`src/rtl/multimode_ctrl_pkg.sv`:
```
// Shared types and elaboration-time helpers for the multimode image-pipeline sequencer.
package multimode_ctrl_pkg;

  typedef enum logic [2:0] {
    StIdle     = 3'd0,
    StArmed    = 3'd1,
    StFrameRun = 3'd2,
    StFetch    = 3'd3,
    StCore     = 3'd4,
    StDone     = 3'd5,
    StError    = 3'd6
  } state_e;

  function automatic longint unsigned frame_len(input longint unsigned rows,
                                                input longint unsigned cols,
                                                input longint unsigned bpp);
    return rows * cols * bpp;
  endfunction

  function automatic longint unsigned row_len(input longint unsigned cols,
                                              input longint unsigned bpp);
    return cols * bpp;
  endfunction

  function automatic bit fits_width(input longint unsigned val, input int unsigned width);
    return (width >= 64) || ((val >> width) == 0);
  endfunction

endpackage

```
`src/rtl/ctrl_watchdog.sv`:
```
// Per-phase timeout counter: counts while enabled, flags the last allowed cycle.
module ctrl_watchdog #(
  parameter int unsigned TIMEOUT_CYC = 2 ** 20
) (
  input  logic clk,
  input  logic rst_n,
  input  logic clr,
  input  logic en,
  output logic expired
);

  localparam int unsigned CntW = (TIMEOUT_CYC > 2) ? $clog2(TIMEOUT_CYC) : 1;
  localparam logic [CntW-1:0] LastCnt = CntW'(TIMEOUT_CYC - 1);

  logic [CntW-1:0] cnt_q, cnt_d;

  always_comb begin
    cnt_d = cnt_q;
    if (clr) begin
      cnt_d = '0;
    end else if (en && (cnt_q != LastCnt)) begin
      cnt_d = cnt_q + 1'b1;
    end
  end

  always_ff @(posedge clk) begin
    if (!rst_n) begin
      cnt_q <= '0;
    end else begin
      cnt_q <= cnt_d;
    end
  end

  assign expired = en && (cnt_q == LastCnt);

endmodule

```
`src/rtl/multimode_ctrl.sv`:
```
// Top-level sequencer: latches a one-hot mode, then runs either a whole-frame pass or a
// row-by-row FETCH/CORE loop, with start-edge detection, abort and a per-phase watchdog.
module multimode_ctrl
  import multimode_ctrl_pkg::*;
#(
  parameter int unsigned           NUM_MODES   = 4,
  parameter logic [NUM_MODES-1:0]  FRAME_MASK  = 4'b0001,
  parameter int unsigned           MAX_ROW     = 360,
  parameter int unsigned           MAX_COL     = 540,
  parameter int unsigned           BPP         = 3,
  parameter int unsigned           LEN_W       = 20,
  parameter int unsigned           ROW_W       = 10,
  parameter int unsigned           TIMEOUT_CYC = 2 ** 20,
  localparam int unsigned          ModeW       = (NUM_MODES > 1) ? $clog2(NUM_MODES) : 1
) (
  input  logic                 clk,
  input  logic                 rst_n,
  input  logic [NUM_MODES-1:0] mode_sel_i,
  input  logic                 start_i,
  input  logic                 abort_i,
  input  logic                 frame_done_i,
  input  logic                 fetch_done_i,
  input  logic                 core_done_i,
  output logic [ModeW-1:0]     mode_o,
  output logic                 armed_o,
  output logic                 frame_run_o,
  output logic                 fetch_run_o,
  output logic                 core_run_o,
  output logic [LEN_W-1:0]     cnt_len_o,
  output logic [ROW_W-1:0]     row_o,
  output logic                 led_idle_o,
  output logic                 led_err_o,
  output logic [2:0]           state_o
);

  localparam longint unsigned FrameLen = frame_len(MAX_ROW, MAX_COL, BPP);
  localparam longint unsigned RowLen   = row_len(MAX_COL, BPP);
  localparam logic [LEN_W-1:0] FrameLenW = LEN_W'(FrameLen);
  localparam logic [LEN_W-1:0] RowLenW   = LEN_W'(RowLen);
  localparam logic [ROW_W-1:0] LastRow   = ROW_W'(MAX_ROW - 1);

  if (!fits_width(FrameLen, LEN_W) || !fits_width(RowLen, LEN_W)) begin : g_len_check
    $fatal(1, "multimode_ctrl: transfer length constant does not fit LEN_W");
  end

  state_e           state_q, state_d;
  logic [ModeW-1:0] mode_q, mode_d;
  logic [ROW_W-1:0] row_q, row_d;
  logic             start_q;
  logic             armed_q, frame_run_q, fetch_run_q, core_run_q, led_idle_q, led_err_q;
  logic [LEN_W-1:0] cnt_len_q;

  logic             start_rise;
  logic             sel_valid;
  logic [ModeW-1:0] sel_idx;
  logic             running;
  logic             wd_expired;

  assign start_rise = start_i & ~start_q;
  assign sel_valid  = $onehot(mode_sel_i);
  assign running    = (state_q == StFrameRun) || (state_q == StFetch) || (state_q == StCore);

  always_comb begin
    sel_idx = '0;
    for (int unsigned m = 0; m < NUM_MODES; m++) begin
      if (mode_sel_i[m]) sel_idx = ModeW'(m);
    end
  end

  // Any state change restarts the timeout, so each phase gets the full budget.
  ctrl_watchdog #(
    .TIMEOUT_CYC(TIMEOUT_CYC)
  ) u_watchdog (
    .clk    (clk),
    .rst_n  (rst_n),
    .clr    (state_d != state_q),
    .en     (running),
    .expired(wd_expired)
  );

  always_comb begin
    state_d = state_q;
    mode_d  = mode_q;
    row_d   = row_q;
    unique case (state_q)
      StIdle: begin
        if (sel_valid) begin
          mode_d  = sel_idx;
          state_d = StArmed;
        end
      end
      StArmed: begin
        if (abort_i) begin
          state_d = StIdle;
        end else if (start_rise) begin
          if (FRAME_MASK[mode_q]) begin
            state_d = StFrameRun;
          end else begin
            state_d = StFetch;
            row_d   = '0;
          end
        end else if (sel_valid) begin
          mode_d = sel_idx;
        end
      end
      StFrameRun: begin
        if (abort_i)           state_d = StIdle;
        else if (frame_done_i) state_d = StDone;
        else if (wd_expired)   state_d = StError;
      end
      StFetch: begin
        if (abort_i)           state_d = StIdle;
        else if (fetch_done_i) state_d = StCore;
        else if (wd_expired)   state_d = StError;
      end
      StCore: begin
        if (abort_i) begin
          state_d = StIdle;
        end else if (core_done_i) begin
          if (row_q == LastRow) begin
            state_d = StDone;
          end else begin
            row_d   = row_q + 1'b1;
            state_d = StFetch;
          end
        end else if (wd_expired) begin
          state_d = StError;
        end
      end
      StDone, StError: begin
        if (start_rise) state_d = StIdle;
      end
      default: state_d = StIdle;
    endcase
  end

  // Outputs are decoded from the next state and registered, so they track state_q exactly.
  always_ff @(posedge clk) begin
    if (!rst_n) begin
      state_q     <= StIdle;
      mode_q      <= '0;
      row_q       <= '0;
      start_q     <= 1'b0;
      armed_q     <= 1'b0;
      frame_run_q <= 1'b0;
      fetch_run_q <= 1'b0;
      core_run_q  <= 1'b0;
      led_idle_q  <= 1'b0;
      led_err_q   <= 1'b0;
      cnt_len_q   <= '0;
    end else begin
      state_q     <= state_d;
      mode_q      <= mode_d;
      row_q       <= row_d;
      start_q     <= start_i;
      armed_q     <= (state_d == StArmed);
      frame_run_q <= (state_d == StFrameRun);
      fetch_run_q <= (state_d == StFetch);
      core_run_q  <= (state_d == StCore);
      led_idle_q  <= (state_d == StDone);
      led_err_q   <= (state_d == StError);
      cnt_len_q   <= (state_d == StFrameRun) ? FrameLenW :
                     (state_d == StFetch)    ? RowLenW   : '0;
    end
  end

  assign mode_o      = mode_q;
  assign row_o       = row_q;
  assign state_o     = state_q;
  assign armed_o     = armed_q;
  assign frame_run_o = frame_run_q;
  assign fetch_run_o = fetch_run_q;
  assign core_run_o  = core_run_q;
  assign led_idle_o  = led_idle_q;
  assign led_err_o   = led_err_q;
  assign cnt_len_o   = cnt_len_q;

endmodule

```
`config.mk`:
```
export PLATFORM = sky130hd
export DESIGN_NAME = multimode_ctrl
export DESIGN_NICKNAME = d
export VERILOG_FILES = /design/src/rtl/multimode_ctrl_pkg.sv /design/src/rtl/ctrl_watchdog.sv /design/src/rtl/multimode_ctrl.sv
export SDC_FILE = /design/constraint.sdc
export NUM_CORES = 1
export LEC_CHECK = 0
export ABC_CLOCK_PERIOD_IN_PS = 4250
export BUFFER_PORTS_ARGS = -buffer_cell sky130_fd_sc_hd__buf_2
export CAP_MARGIN = 30
export CORE_UTILIZATION = 49
export CTS_CLUSTER_DIAMETER = 50
export CTS_CLUSTER_SIZE = 12
export DETAILED_ROUTE_END_ITERATION = 12
export GPL_TIMING_DRIVEN = 0
export HOLD_SLACK_MARGIN = 0.08
export PLACE_DENSITY = 0.72
export SETUP_SLACK_MARGIN = 0.15
export SLEW_MARGIN = 5
export SYNTH_ARGS = -nofsm -noshare
export SYNTH_HDL_FRONTEND = slang
export SYNTH_SLANG_ARGS = --single-unit
```
`constraint.sdc`:
```
create_clock -name clk -period 4.25 [get_ports clk]
set_input_delay 0.425 -clock clk [delete_from_list [all_inputs] [get_ports clk]]
set_output_delay 0.425 -clock clk [all_outputs]
set_load 0.02 [all_outputs]
```
* After elaboration in Yosys (flattened, before gate mapping) *
Cells that the tools add are included.
W data, S select, Z words.

storage, ports and cells
  flip-flop bits (word level) = 62
  bits of input ports = 11
  word-level logic and storage cells = 90

operators by class
  add/sub/neg operators = 5
  magnitude comparators = 1
  equality and inequality tests = 24
  multiplexer cells = 32
  bitwise logic cells = 3
  reductions and logical operators = 12

operator list
  kind                     count
  $mux W10                 6
  $mux W3                  12
  $add A20 B1 Y20 const B  1
  $eq A20 B20 Y1 const B   1
  $mux W20                 1
  $ne A20 B20 Y1 const B   1
  $pmux W10 S2             1
  $eq A3 B3 Y1 const B     6
  $pmux W3 S6              1
  $ne A2 B2 Y1 const B     7
  $eq A3 B2 Y1 const B     4
  $mux W11                 1
  $add A10 B1 Y10 const B  1
  $eq A10 B9 Y1 const B    1
  $mux W2                  5
  $eq A3 B1 Y1 const B     3
  $reduce_and A7 Y1        1
  $reduce_or A2 Y1         3
  $add A1 B1 Y2            2
  $pmux W2 S2              1
  $reduce_bool A2 Y1       2
  $add A2 B2 Y3            1
  $logic_not A3 Y1         1
  $lt A2 B3 Y1 const B     1
  other kinds (8)          13

* Logic depth before layout (Yosys ltp) *
  word-level depth = 11
  depth in mapped cells = 11
  mapped depth without buffers = 10

* Cells and area by module *
From an unflattened synthesis, not the netlist that was laid out.

second synthesis, totals
  cells, all modules = 320
  area, all modules = 2,752.6 µm²

by module, submodules not included
  module          times used  cells an instance  area an instance (µm²)
  multimode_ctrl  1           178                1,577.8
  ctrl_watchdog   1           142                1,174.9

* Least setup slack after synthesis *
OpenSTA, ideal clock, no wires.

  path type = input to register
  start = input mode_sel_i[0]
  end = register u_watchdog.cnt_q[10]
  setup time = 0.133 ns
  data arrival time = 2.704 ns
  required time = 4.117 ns
  path slack = 1.413 ns
  stages on the path = 11
  buffers on the path = 1
  cell sequence = inv_1 -> fa_1 -> inv_1 -> ha_1 -> ha_1 -> or4b_1 -> nand2b_1 -> and4_1 -> nand3_1 -> clkbuf_1 -> nor3_1

on the way
  word-level cells in the longest chain between the ends = 7

ends and longest elaborated chain
  element                              line                  source
  from (decl)                          multimode_ctrl.sv:18  input logic [NUM_MODES-1:0] mode_sel_i,
  $add A1 B1 Y2 (not written as such)  multimode_ctrl.sv:60  assign sel_valid = $onehot(mode_sel_i);
  $add A2 B2 Y3 (not written as such)  multimode_ctrl.sv:60
  $eq A3 B1 Y1                         multimode_ctrl.sv:60
  $mux W3                              multimode_ctrl.sv:87  if (sel_valid) begin
  $pmux W3 S6                          multimode_ctrl.sv:85  unique case (state_q)
  $ne A3 B3 Y1                         multimode_ctrl.sv:76  .clr (state_d != state_q),
  $reduce_or A2 Y1 (no line)           n/a
  to (signal assigned)                 ctrl_watchdog.sv:30   cnt_q <= cnt_d;
  to (decl)                            ctrl_watchdog.sv:15   logic [CntW-1:0] cnt_q, cnt_d;

No other way between the ends.
A chain may end at the register's enable or synchronous reset.

* Worst setup path in the final report *
  start = input mode_sel_i[0]
  end = register u_watchdog.cnt_q[14]

Same word-level chain as after synthesis.

==> flow_summary.toml <==
[layout]
fillerInstances = 484
n_antenna_cell = 0
fin_util_pct = 60.31
drive_gt1_share_pct = 24.32
layout.area.seq_sq_um = 880.8
syn2layout_area_growth_pct = 16.97
layout.nets = 382
final_cell_count_no_fill = 436
multi_input_comb_area_sq_um = 1570
finish.instance_area_sq_um = 3139

[synthesis]
yosysWarningCount = 0
synthFlopType = "sky130_fd_sc_hd__dfxtp_1"
synth.avg_cell_area_sq_um = 8.686
synth_seq_area_share_pct = 32.82
synth_edf_count = 0
synth_cells = 309
post_synth_num_cell_types = 66
mappedNetlistArea_sq_um = 2684
synth-seq-cells = 44
asyncSetResetFlopFracSynth_pct = 0

[sta]
worst_pin_slew_ns = 0.5201
hold_viol_final = 0
final_slew_viol_count = 0
timing.final.crit_share_pct = 69.16
timing.setup.tns_ns = 0
fmax_mhz = 340.2
whs_ns = 0.3753
min_period_ns = 2.939
final_skew_ns = 0.009516
grt_setup_unrepaired = "false"
setup_slack_ns = 1.311
relSlewSlack_pct = 65.25
finalSetupViolCount = 0

[clock_network]
cts_repair_resize_count = 0
clock_insertion_delay_worst_skew_ns = 0.30
tritoncts_num_sinks = 44
cts_tree = "built"
clock_tree.htree_level_count = 2
clock_path_buffers = 2
cts_root_buf = "sky130_fd_sc_hd__clkbuf_8"
clk_pin_slew_worst_paths_ns = 0.09
tritoncts_buffers = 5
total_setup_buffers_inserted_after_cts = 0
cts_hold_repair.buffers = 0

[worst_setup_path]
worst-r2r-cell-count = 6
crit_arrival_ns = 3.11
critical_path.endpoint = "u_watchdog.cnt_q[14]"
category_of_the_most_critical_setup_path = "input pin to flop"
path_cells = "buf_2 -> inv_1 -> fa_1 -> inv_1 -> ha_1 -> ha_1 -> or4b_1 -> nand2b_1 -> and4_1 -> nand3_1 -> clkbuf_1 -> nor3_1"
critPathLaunch = "mode_sel_i[0]"
critical_path.n_buffers_inverters = 4
timing.critical_path.required_ns = 4.42
critPathLaunchType = "input pin"
cp.depth = 12
crit_path_max_incr_delay_ns = 0.53
r2r-start = "row_o[5]"
crit_path_end_kind = "flop"
critical_path_maximum_fanout = 10
worst_reg2reg_setup_slack_ns = 1.97
worstReg2RegEnd = "u_watchdog.cnt_q[8]"
worst_path_max_delay_cell = "sky130_fd_sc_hd__fa_1"
cpLargestDelayFamily = "simple AND/OR/NAND/NOR gates"

[pwr]
power.ir.vdd_worst_mv = 0.1545
total_power_mw = 0.9363
p_leak_nw = 1.277
power.density_nw_per_um2 = 298.3

[global_route]
grt-ovfl-total = 0
grt_use_total_pct = 20.33
grt_pass1_vias = 2087
antenna_violations_before_repair = 0
largest_net_degree_at_the_start_of_global_routing = 14
grt_first_pass_wirelength_mm = 9.632

[drt]
routed_wire_length_per_instance_microns = 13.00
totalWireLength_mm = 5.669
vias_per_cell = 5.440
drt-initial-drc-count = 118
route.detailed.drc = 0
vias = 2372
detail_route.first_pass.iterations = 6
route.antenna.remaining_nets = 0

[floorplan]
die_h_microns = 76.01
die-width_microns = 76.01
initial_utilization_pct = 51.56
row_count = 26
core_area_sq_um = 5205
pin_count = 52
floorplan.die_area_sq_um = 5778

[job]
cap_violations = 0

[run_status]
run_status = "finished clean"

[place]
dpl.hpwl_mm = 4.138
routabilityCongestion = 0.9265
placed_cells_incl_taps = 429
placed_cell_area_sq_um = 3010
pre_cts_ws_ns = 1.033
numPortBuffers = 41

[hold_path]
holdCritStartpoint = "start_i"
hp-class = "input pin to flop"
[kinds of logic (layout without fill, tap and decap cells)]
family | count (synthesis) | after routing | share of synthesized area, %
AO/OA/AOI/OAI | 70 | 70 | 21.59
adder cells (fa/ha/maj) | 5 | 5 | 2.611
other | 1 | 10 | 0.1397
flip-flops | 44 | 44 | 32.82
AND/OR/NAND/NOR | 116 | 116 | 24.57
multiplexers | 4 | 4 | 1.492
buffers and inverters | 48 | 96 | 9.930
XOR/XNOR | 21 | 21 | 6.853
[final cells by class]
class	instances	share of cell area [%]
multi-input cells	226	50.02
flip-flops and latches	44	28.06
plain buffers	36	7.055
repair buffers	41	6.536
well taps	70	2.790
clock buffers	5	2.192
clock inverters	2	1.913
inverters	12	1.435
[flip-flops by register name, summed over array words and instances (netlist names)]
name,cells
cnt_len_o,3
armed_o,1
led_err_o,1
core_run_o,1
u_watchdog.cnt_q,20
mode_o,2
led_idle_o,1
row_o,10
fetch_run_o,1
start_q,1
state_o,3
[worst min-delay path by stage]
| stage | to | slack (ns) | cells after the start |
|---|---|---|---|
| global placement | row_o[1] | 0.47 | 2 |
| floorplan | u_watchdog.cnt_q[7] | 0.51 | 2 |
| finish | start_q | 0.38 | 2 |
| detailed placement | row_o[1] | 0.48 | 2 |
| global route | start_q | 0.39 | 2 |
| CTS | start_q | 0.37 | 2 |
[cells in the final DEF (no fill, tap or decap), types with 11 or more instances in the layout]
master and instances:
sky130_fd_sc_hd__nor3_1 24, sky130_fd_sc_hd__nand2_1 15, sky130_fd_sc_hd__xnor2_1 21, sky130_fd_sc_hd__dfxtp_1 44, sky130_fd_sc_hd__inv_1 11, sky130_fd_sc_hd__buf_4 19
sky130_fd_sc_hd__buf_2 47, sky130_fd_sc_hd__nor2_1 17
[report_power, final]
group | internal (mW) | switching (mW) | total, mW
Sequential | 0.420 | 0.00935 | 0.429
Clock | 0.231 | 0.143 | 0.375
Combinational | 0.0488 | 0.0841 | 0.133
[Yosys cell counts, drive strengths merged, types with 5 or more instances]
cell / n / share of area (%)
clkbuf: 10 / 1.4
buf: 26 / 6.9
nor2: 17 / 2.4
inv: 12 / 1.7
and2: 8 / 1.9
nor3b: 6 / 1.9
nand3: 6 / 1.1
nor3: 25 / 4.8
dfxtp: 44 / 33
o211ai: 5 / 1.4
nand2b: 8 / 1.9
xnor2: 21 / 6.9
a211oi: 8 / 2.7
a31o: 5 / 1.6
nand2: 15 / 2.1
nand4: 10 / 2.3
a21oi: 11 / 2.5
o21ai: 8 / 1.5
[routing by layer]
| layer | up-vias | global-route usage (%) | share of wire (%) |
|---|---|---|---|
| met5 | - | 0 | 0 |
| met4 | 0 | 8.077 | 1.7 |
| met3 | 12 | 3.473 | 4.8 |
| met2 | 64 | 32.64 | 44 |
| met1 | 1076 | 27.14 | 49 |
| li1 | 1220 | - | - |
No activity file was read; power rests on OpenSTA's default activity.
